===== src/rtl/pll_lock_seq_ctrl.sv =====
// pll_lock_seq_ctrl
// Reset sequencer and lock supervisor for the GTP_PLL_E3 clock wrapper.
// Runs entirely on the PLL reference clock (clkin1). It pulses the PLL reset,
// waits for a synchronized lock, qualifies that lock over a stability window,
// retries on timeout and re-sequences when lock drops while running.
// Optional feature: define PLL_LOSS_CNT_EN to build the saturating loss_cnt
// counter; without it loss_cnt is tied to zero.
module pll_lock_seq_ctrl #(
   parameter int RST_CYCLES    = 8,
   parameter int LOCK_TIMEOUT  = 4096,
   parameter int STABLE_CYCLES = 256,
   parameter int MAX_RETRY     = 3
) (
   input  logic       clkin1,
   input  logic       rst_n,
   input  logic       restart,
   input  logic       pll_lock,
   output logic       pll_rst,
   output logic       pll_ready,
   output logic       pll_fail,
   output logic       lock_lost,
   output logic [3:0] retry_cnt,
   output logic [2:0] state_dbg,
   output logic [7:0] loss_cnt
);

   // One shared counter must hold the largest of the three cycle budgets
   localparam int MAX_AB  = (RST_CYCLES > LOCK_TIMEOUT) ? RST_CYCLES : LOCK_TIMEOUT;
   localparam int MAX_CYC = (MAX_AB > STABLE_CYCLES) ? MAX_AB : STABLE_CYCLES;
   localparam int CNT_W   = (MAX_CYC > 1) ? $clog2(MAX_CYC) : 1;

   localparam logic [CNT_W-1:0] RST_LAST     = CNT_W'(RST_CYCLES - 1);
   localparam logic [CNT_W-1:0] TIMEOUT_LAST = CNT_W'(LOCK_TIMEOUT - 1);
   localparam logic [CNT_W-1:0] STABLE_LAST  = CNT_W'(STABLE_CYCLES - 1);
   localparam logic [3:0]       RETRY_LIMIT  = 4'(MAX_RETRY);

   typedef enum logic [2:0] {
      S_RESET     = 3'd0,
      S_WAIT_LOCK = 3'd1,
      S_STABLE    = 3'd2,
      S_RUN       = 3'd3,
      S_FAIL      = 3'd4
   } state_t;

   state_t           state;
   state_t           state_nxt;
   logic [CNT_W-1:0] cnt;
   logic [CNT_W-1:0] cnt_nxt;
   logic             sync_s1;
   logic             lock_s;
   logic [3:0]       retry_nxt;
   logic             rst_d;
   logic             ready_d;
   logic             fail_d;
   logic             lost_d;

   // Two-flop synchronizer bringing the asynchronous raw lock into clkin1
   always_ff @(posedge clkin1) begin
      if (!rst_n) begin
         sync_s1 <= 1'b0;
         lock_s  <= 1'b0;
      end else begin
         sync_s1 <= pll_lock;
         lock_s  <= sync_s1;
      end
   end

   // State register and the shared phase counter
   always_ff @(posedge clkin1) begin
      if (!rst_n) begin
         state <= S_RESET;
         cnt   <= '0;
      end else begin
         state <= state_nxt;
         cnt   <= cnt_nxt;
      end
   end

   // Next-state logic: restart overrides every state, including a timeout in the same cycle
   always_comb begin
      state_nxt = state;
      retry_nxt = retry_cnt;
      if (restart) begin
         state_nxt = S_RESET;
         retry_nxt = 4'd0;
      end else begin
         case (state)
            S_RESET: begin
               if (cnt == RST_LAST) state_nxt = S_WAIT_LOCK;
            end
            S_WAIT_LOCK: begin
               if (lock_s) begin
                  state_nxt = S_STABLE;
               end else if (cnt == TIMEOUT_LAST) begin
                  retry_nxt = retry_cnt + 4'd1;
                  state_nxt = (retry_nxt >= RETRY_LIMIT) ? S_FAIL : S_RESET;
               end
            end
            S_STABLE: begin
               if (!lock_s) begin
                  state_nxt = S_WAIT_LOCK;
               end else if (cnt == STABLE_LAST) begin
                  state_nxt = S_RUN;
                  retry_nxt = 4'd0;
               end
            end
            S_RUN: begin
               if (!lock_s) state_nxt = S_RESET;
            end
            S_FAIL: begin
               state_nxt = S_FAIL;
            end
            default: begin
               state_nxt = S_RESET;
            end
         endcase
      end
      // The counter restarts on any state change or restart; RUN and FAIL are untimed
      if (restart || (state_nxt != state) || (state == S_RUN) || (state == S_FAIL))
         cnt_nxt = '0;
      else
         cnt_nxt = cnt + CNT_W'(1);
   end

   // Output decode from the upcoming state, so registered outputs line up with the state
   always_comb begin
      rst_d   = (state_nxt == S_RESET) || (state_nxt == S_FAIL);
      ready_d = (state_nxt == S_RUN);
      fail_d  = (state_nxt == S_FAIL);
      lost_d  = (state == S_RUN) && !lock_s;
   end

   // Output registers: no combinational path from any input to any output
   always_ff @(posedge clkin1) begin
      if (!rst_n) begin
         pll_rst   <= 1'b1;
         pll_ready <= 1'b0;
         pll_fail  <= 1'b0;
         lock_lost <= 1'b0;
         retry_cnt <= 4'd0;
      end else begin
         pll_rst   <= rst_d;
         pll_ready <= ready_d;
         pll_fail  <= fail_d;
         lock_lost <= lost_d;
         retry_cnt <= retry_nxt;
      end
   end

   assign state_dbg = state;

`ifdef PLL_LOSS_CNT_EN
   // Saturating count of lock losses; only rst_n clears it, restart keeps it
   always_ff @(posedge clkin1) begin
      if (!rst_n)
         loss_cnt <= 8'd0;
      else if (lost_d && (loss_cnt != 8'hFF))
         loss_cnt <= loss_cnt + 8'd1;
   end
`else
   assign loss_cnt = 8'd0;
`endif

endmodule


===== config.mk =====
export PLATFORM = sky130hd
export DESIGN_NAME = pll_lock_seq_ctrl
export DESIGN_NICKNAME = d
export VERILOG_FILES = /design/src/rtl/pll_lock_seq_ctrl.sv
export SDC_FILE = /design/constraint.sdc
export NUM_CORES = 1
export LEC_CHECK = 0
export CORE_ASPECT_RATIO = 0.8
export CORE_MARGIN = 3
export CORE_UTILIZATION = 45
export CTS_BUF_LIST = sky130_fd_sc_hd__clkbuf_2
export CTS_CLUSTER_DIAMETER = 80
export DETAILED_ROUTE_END_ITERATION = 12
export PLACE_DENSITY = 0.81
export SLEW_MARGIN = 40
export SYNTH_ARGS = -nofsm -noshare
export SYNTH_HDL_FRONTEND = slang
export SYNTH_SLANG_ARGS = --single-unit

===== constraint.sdc =====
create_clock -name clkin1 -period 2.1 [get_ports clkin1]
set_input_delay 0.42 -clock clkin1 [delete_from_list [all_inputs] [get_ports clkin1]]
set_output_delay 0.42 -clock clkin1 [all_outputs]
set_load 0.1 [all_outputs]

After elaboration in Yosys (flattened, before gate mapping):

Cells that the tools add are included.

* add/sub/neg operators: 2
* $lt $le $gt $ge: 1
* equality and inequality tests: 14
* mux-type cells: 14
* bitwise gates (word level): 1
* reduce and logical (&&, ||, !) cells: 12

Operators by type and width (count)
* 3-bit 2-to-1 mux: 8
* 4-bit 2-to-1 mux: 4
* 3-bit case mux with 5 select lines: 1
* 12-bit by 1-bit adder with 12-bit output (second input constant): 1
* 12-bit == test (second input constant): 1
* 12-bit by 3-bit == test with 1-bit output (second input constant): 1
* 12-bit by 8-bit == test with 1-bit output (second input constant): 1
* 3-bit by 2-bit == test with 1-bit output (second input constant): 3
* 2-bit inequality test (second input constant): 4
* 4-bit case mux with 2 select lines: 1
* 3-bit == test (second input constant): 2
* 3-bit zero test: 2
* 5-bit AND reduction: 1
* 4-bit by 1-bit adder with 4-bit output (second input constant): 1
* 4-bit by 2-bit >= comparator with 1-bit output (second input constant): 1
* 1-bit logical OR: 4
* 2-bit OR reduction: 2
* 3-bit by 1-bit == test with 1-bit output (second input constant): 1
* 3-bit inequality test: 1
* 2-bit nonzero test: 1
* 1-bit logical AND: 1
* 1-bit zero test: 1
* 1-bit NOT: 1

* flip-flop bits (word level): 25
* input bits: 4
* output and inout bits: 19
* logic and storage cells: 53

Depth between registers and ports, before layout:

Gate-level depths: netlist of run 1.

* depth after elaboration: 12
* mapped depth: 8

Worst setup path before layout of run 1:

No wires, ideal clock.

* path kind: reg2reg
* start point: register state[0] (netlist: state_dbg[0])
* end point: register retry_cnt[1]
* setup time: 0.132 ns
* data arrival time: 2.452 ns
* path slack: -0.484 ns
* cell stages (with the launch flop): 7
* path buffers: 1
* cells stage by stage: dfxtp_1 -> clkbuf_8 -> or4b_4 -> nor4_4 -> a31oi_1 -> o21ai_0 -> a21oi_1

* word-level cells in the longest chain between the ends: 3

RTL lines
* from (decl): RTL line 45 `state_t state;`
* from (signal assigned): RTL line 74 `state <= state_nxt;`
* 3-bit by 2-bit == test with 1-bit output / 3-bit by 1-bit == test with 1-bit output (equally long branches): RTL line 87 `case (state)`
* 2-bit inequality test (no source line) / 2-bit nonzero test (equally long branches)
* 5-bit AND reduction (no source line)
* to (signal assigned): RTL line 146 `retry_cnt <= retry_nxt;`
* to (decl): RTL line 22 `output logic [3:0] retry_cnt,`

Parallel ways exist; a longest one is shown, timed or not.
A chain may end at the register's enable or synchronous reset.

Final worst setup path of run 1:

* start point: register cnt[0]
* end point: register cnt[1]

* word-level cells in the longest chain between the ends: 10

RTL lines
* from (decl): RTL line 47 `logic [CNT_W-1:0] cnt;`
* from (signal assigned): RTL line 75 `cnt <= cnt_nxt;`
* 12-bit by 8-bit == test with 1-bit output / 12-bit == test (equally long branches): RTL line 102, 94
* 3-bit 2-to-1 mux, on equally long branches: RTL line 102, 94
* 3-bit 2-to-1 mux, on equally long branches: RTL line 100, 92
* 3-bit case mux with 5 select lines: RTL line 87
* 3-bit 2-to-1 mux: RTL line 83 `if (restart) begin`
* 3-bit inequality test: RTL line 119 `if (restart || (state_nxt != state) || (state == S_RUN) || (state == S_FAIL))`
* 1-bit logical OR (3 in a row): RTL line 119
* 2-bit OR reduction (no source line)

Parallel ways exist; a longest one is shown, timed or not.

==> results of run 1 <==
-- through the flow --
stage | hold slack, ns | utilization | instance area (µm²) | power, mW | instances
global route | 0.500 | 0.535 | 1490 | 0.789 | 200
CTS | 0.469 | 0.531 | 1480 | 0.764 | 200
global placement | 0.422 | 0.524 | 1460 | 0.578 | 196
finish | 0.468 | 0.535 | 1490 | 0.761 | 200
detailed placement | 0.425 | 0.524 | 1460 | 0.580 | 196
floorplan | 0.412 | - | 1370 | 0.577 | 154
-- worst paths after layout --
| check | to | slack (ns) | depth (start not counted) |
|---|---|---|---|
| max | cnt[1] | 0.14 | 7 |
| min reg2reg | cnt[0] | 0.47 | 1 |
| min | cnt[0] | 0.47 | 1 |
| max reg2reg | cnt[1] | 0.14 | 7 |
-- sequential cells by signal, summed over array words and instances, names as in the netlist --
signal / cells
pll_ready: 1
retry_cnt: 4
lock_s: 1
lock_lost: 1
cnt: 12
sync_s1: 1
state_dbg: 3
pll_fail: 1
pll_rst: 1
-- layer usage --
layer  GRT usage  vias to the layer above  share of wire  routed length, µm
li1            -                      547              -                  -
met5           0                        -              0                  0
met2       0.255                       25           0.46               1210
met4      0.0438                        0         0.0065                 17
met3      0.0390                        2          0.045                119
met1       0.210                      518           0.49               1280
-- cell usage in the layout (no fill, tap or decap), types with 4 or more instances in the layout --
master    count
nor4_1       13
o21ai_0       5
inv_1         4
dfxtp_2       5
buf_4        16
conb_1        8
a21oi_1       7
nor2_1        5
nand2_1      14
nand4_1       5
nand3_1       5
clkbuf_2      4
xor2_1        8
xnor2_1       5
dfxtp_1      19
-- where the power goes --
group          internal, mW  total [mW]  leakage (nW)  switching [mW]
Combinational        0.0137      0.0906         0.333          0.0769
Sequential            0.478       0.480         0.205         0.00255
Clock                0.0503       0.190        0.0166           0.140
-- final cells by class --
| class | count | area (µm²) | area share |
|---|---|---|---|
| clock buffers | 4 | 20.0 | 0.0134 |
| inverters | 4 | 15.0 | 0.0101 |
| multi-input cells | 110 | 747 | 0.501 |
| flip-flops and latches | 25 | 510 | 0.343 |
| well taps | 38 | 47.5 | 0.0319 |
| repair buffers | 19 | 150 | 0.101 |
-- repair_timing --
action | 4_1_cts | 5_1_grt
resized for setup | 0 | 2
hold endpoints to repair | 0 | 0
setup endpoints to repair | 0 | 12
-- critical path: cells and delay by family (launching register included) --
kind / cells / cell delay (ns)
flops: 1 / 0.40
fa+ha+maj: 1 / 0.23
simple gates: 3 / 0.69
buf+inv: 1 / 0.19
compound gates: 2 / 0.37
-- cells by family (layout without fill, tap and decap cells) --
logic type	after synthesis	count (layout)	synth area share
buffers and inverters	19	27	0.0918
adder cells (fa/ha/maj)	3	3	0.0281
XOR/XNOR	13	13	0.0853
AND/OR/NAND/NOR	63	63	0.300
flip-flops	25	25	0.375
AO/OA/AOI/OAI	23	23	0.117
other	1	8	0.00281
==> impl_metrics.tcl, run 1 <==
set metrics [dict create \
    outcome "finished, final reports clean" \
    cts_tree "done" \
    slew_viol_final 0 \
    clockBufferDepth 2 \
    synth.top_cell.area_share 0.375 \
    hp-class "register to register" \
    synth_top_area_cell "dfxtp_1" \
    worstSetupEndpointType "register" \
    clock_skew_ns 0.00531 \
    rsz0062_at_grt "no" \
    start_util 0.479 \
    dr.first_iter.drc_count 24 \
    antenna_found_initial 0 \
    ios 23 \
    fin_crit_sh 0.933 \
    cts_max_level 1 \
    path_class "register to register" \
    n_fill_cell 263 \
    worst_slack_ns 0.140 \
    startpoint_type "register" \
    worstPathMaxFanout 12 \
    gr-total-overflow 0 \
    antenna_cells 0 \
    fmax_mhz 510 \
    ctsHoldBuffers 0 \
    ys_dominant_reg_cell "dfxtp_1" \
    hold_start "cnt[0]" \
    routed_via_density 5.46 \
    clockRootBuffer "clkbuf_2" \
    peakVddDrop_v 0.000330 \
    syn_avg_cell_area_um2 9.08 \
    drv_cap 0 \
    yosysMostFrequentCell "dfxtp_1" \
    port_buffers 14 \
    track_usage 0.157 \
    nets 170 \
    fin_crit_ns 1.96 \
    vias 1092 \
    path_cells "ha_1, and2_0, nand4_1, a211oi_1, a211oi_2, buf_4, nor4b_1" \
    numCtsBuffers 3 \
    worstSkewPairLatency_ns 0.34 \
    wl_per_cell_um 13.2 \
    cts_sinks 25 \
    post_cts_buffers 0 \
    drc_errors 0 \
    p_per_area_nw_per_um2 511 \
    syn_to_final_growth_pct 11.6 \
    ant_nets 0 \
    synthCells 147 \
    synth.distinct_cells 41 \
    path_clk_slew_ns 0.22 \
    grt_max_degree 14 \
    slowest_stage "dfxtp_1" \
    critPathLaunch "cnt[0]" \
    netlist_top_cells_count "dfxtp_1 (25), nand2_1 (14), nor4_1 (13)" \
    synthArstFlopShare 0 \
    report.final.hold_viol_count 0 \
    syn_area_um2 1340 \
    dieArea_um2 3660 \
    crit_arrival_ns 2.22 \
    synth_edf_count 0 \
    setup_viol 0 \
    hpwlAfterDp_mm 1.95 \
    die_w_um 66.9 \
    required_ns 2.36 \
    wirelength_mm 2.63 \
    grt_pass1_vias 1036 \
    rows 17 \
    ys_ff_latch 25 \
    yosys_warnings 0 \
    die_h_um 54.7 \
    gp_congestion 0.874 \
    yosysSeqAreaShare 0.375 \
    place_ws_ns 0.109 \
    layout-drive-gt1-share 0.235 \
    fin_tns_setup_ns 0 \
    drtPass1Iterations 4 \
    timing.rr.start "cnt[0]" \
    coreArea_um2 2790 \
    synth.area.top_cells "dfxtp_1 (37%), nor4_1 (6.1%), xor2_1 (5.2%), buf_4 (5.1%), nand2_1 (3.9%)" \
    grt_first_pass_wirelength_mm 4.56 \
    p_leak_nw 0.555 \
    worst_path_largest_cell_delay_ns 0.40 \
]
No activity file was read; power rests on OpenSTA's default activity.
==> run 2, diff against run 1 <==
CORE_MARGIN = 2   (was 3)
==> impl_metrics.tcl, run 2 (same netlist as run 1, synthesis figures left out) <==
set metrics [dict create \
    clock_skew_ns 0.0297 \
    fin_crit_ns 2.00 \
    coreArea_um2 2790 \
    worstSkewPairLatency_ns 0.36 \
    whs_ns 0.468 \
    cts_resized 0 \
    path_clk_slew_ns 0.21 \
    layout_commonest_cell "dfxtp_1" \
    slew_viol_final 0 \
    grt_util_met2 0.282 \
    clockRootBuffer "clkbuf_2" \
    largest-register "cnt" \
    p_sw_mw 0.225 \
    clockPowerShare 0.248 \
    wirelength_mm 2.68 \
    p_total_mw 0.759 \
    routed_via_density 5.65 \
    cts_sinks 25 \
    report.final.hold_viol_count 0 \
    post_cts_buffers 0 \
    syn_to_final_growth_pct 11.7 \
    drtPass1Iterations 4 \
    cts_tree "done" \
    hp-class "register to register" \
    drv_cap 0 \
    die_w_um 64.9 \
    nets 169 \
    gp_congestion 0.839 \
    start_util 0.479 \
    grt_pass1_vias 1014 \
    vias 1125 \
    grt_max_degree 15 \
    die_h_um 52.7 \
    wl_per_cell_um 13.5 \
    cellInternalPower_mw 0.534 \
    crit_arrival_ns 2.23 \
    r2r_cells 6 \
    outcome "finished, final reports clean" \
    numCtsBuffers 3 \
    p_leak_nw 0.550 \
    track_usage 0.171 \
    use_met3 0.0495 \
    hpwlAfterDp_mm 1.96 \
    antenna_cells 0 \
    grt_first_pass_wirelength_mm 4.56 \
    setup_viol 0 \
    dieArea_um2 3420 \
    ios 23 \
    path_class "register to register" \
    ant_nets 0 \
    p_sw_frac 0.297 \
    antenna_found_initial 0 \
    layout-drive-gt1-share 0.236 \
    dr.first_iter.drc_count 34 \
    fmax_mhz 500 \
    seq_power_share 0.633 \
    required_ns 2.33 \
    startpoint_type "register" \
    grt.busiest_layer "met2" \
    min_path_cells 1 \
    layout_common_cells "dfxtp_1 (20), buf_4 (15), nand2_1 (14), nor4_1 (13)" \
    n_fill_cell 259 \
    clockBufferDepth 2 \
    grt_use_met1 0.223 \
    worstSetupEndpointType "register" \
    rows 17 \
    fin_crit_sh 0.953 \
    gr-total-overflow 0 \
    ctsHoldBuffers 0 \
    worstPathMaxFanout 12 \
    port_buffers 14 \
    cts_max_level 1 \
    combPwrFrac 0.119 \
    drc_errors 0 \
    largest_register_ffs 12 \
    peakVddDrop_v 0.000261 \
    p_per_area_nw_per_um2 509 \
]
==> run 2: cell types whose count changed in the layout (fill, tap and decap cells not counted) <==
| cell | before | now |
|---|---|---|
| dfxtp_1 | 19 | 20 |
| dfxtp_2 | 5 | 4 |
| clkinv_2 | 0 | 1 |
| nor3_2 | 1 | 2 |
| clkbuf_2 | 4 | 3 |
| nor3_1 | 3 | 2 |
| a211oi_1 | 1 | 0 |
| buf_4 | 16 | 15 |
| a211oi_2 | 1 | 2 |
==> run 2: power groups by stage <==
stage          logic [mW]  clock network (mW)  registers [mW]
6_report           0.0903               0.188           0.480
3_3_place_gp       0.0876                   0           0.489
3_5_place_dp       0.0893                   0           0.490
4_1_cts            0.0894               0.192           0.481
5_1_grt            0.0943               0.209           0.481
2_1_floorplan      0.0883                   0           0.489
==> run 2: area by class of cell <==
class | count | area (µm²) | area share
well taps | 38 | 47.5 | 0.0319
multi-input cells | 110 | 757 | 0.508
clock inverters | 1 | 5.00 | 0.00336
clock buffers | 3 | 15.0 | 0.0101
repair buffers | 18 | 143 | 0.0956
inverters | 4 | 15.0 | 0.0101
flip-flops and latches | 25 | 509 | 0.341
==> run 2: through the flow <==
| stage | instance area (µm²) | std cells | TNS, ns | utilization | setup slack (ns) |
|---|---|---|---|---|---|
| 5_1_grt | 1490 | 199 | -0.00502 | 0.535 | -0.00502 |
| 3_5_place_dp | 1450 | 195 | 0 | 0.521 | 0.0223 |
| 4_1_cts | 1470 | 199 | 0 | 0.529 | 0.121 |
| 6_report | 1490 | 199 | 0 | 0.535 | 0.0984 |
| 2_1_floorplan | 1370 | 154 | 0 | - | 0.0236 |
| 3_3_place_gp | 1450 | 195 | 0 | 0.521 | 0.113 |
==> run 2: layer usage <==
metal / wire length (µm) / part of all wire
met5: 0 / 0
met3: 194 / 0.072
met2: 1290 / 0.48
met4: 10 / 0.0037
met1: 1190 / 0.44
==> run 2: path summary, 6_finish.rpt <==
kind / start / end / slack [ns]
hold reg to reg: sync_s1 / lock_s / 0.47
setup reg to reg: cnt[3] / cnt[6] / 0.1
setup / recovery: cnt[3] / cnt[6] / 0.1
hold / removal: sync_s1 / lock_s / 0.47
==> run 2: critical path: stages (launching register included) <==
cell and delay (ns):
dfxtp_1 0.54, and4_2 0.34, nand3_1 0.11, a311o_1 0.40
a211oi_2 0.22, buf_4 0.21, nor4_1 0.08
==> run 3, diff against run 2 <==
CAP_MARGIN = 40   (was unset)
==> results of run 3 <==
No change in the layout: final DEF, timing and power equal those of run 2.
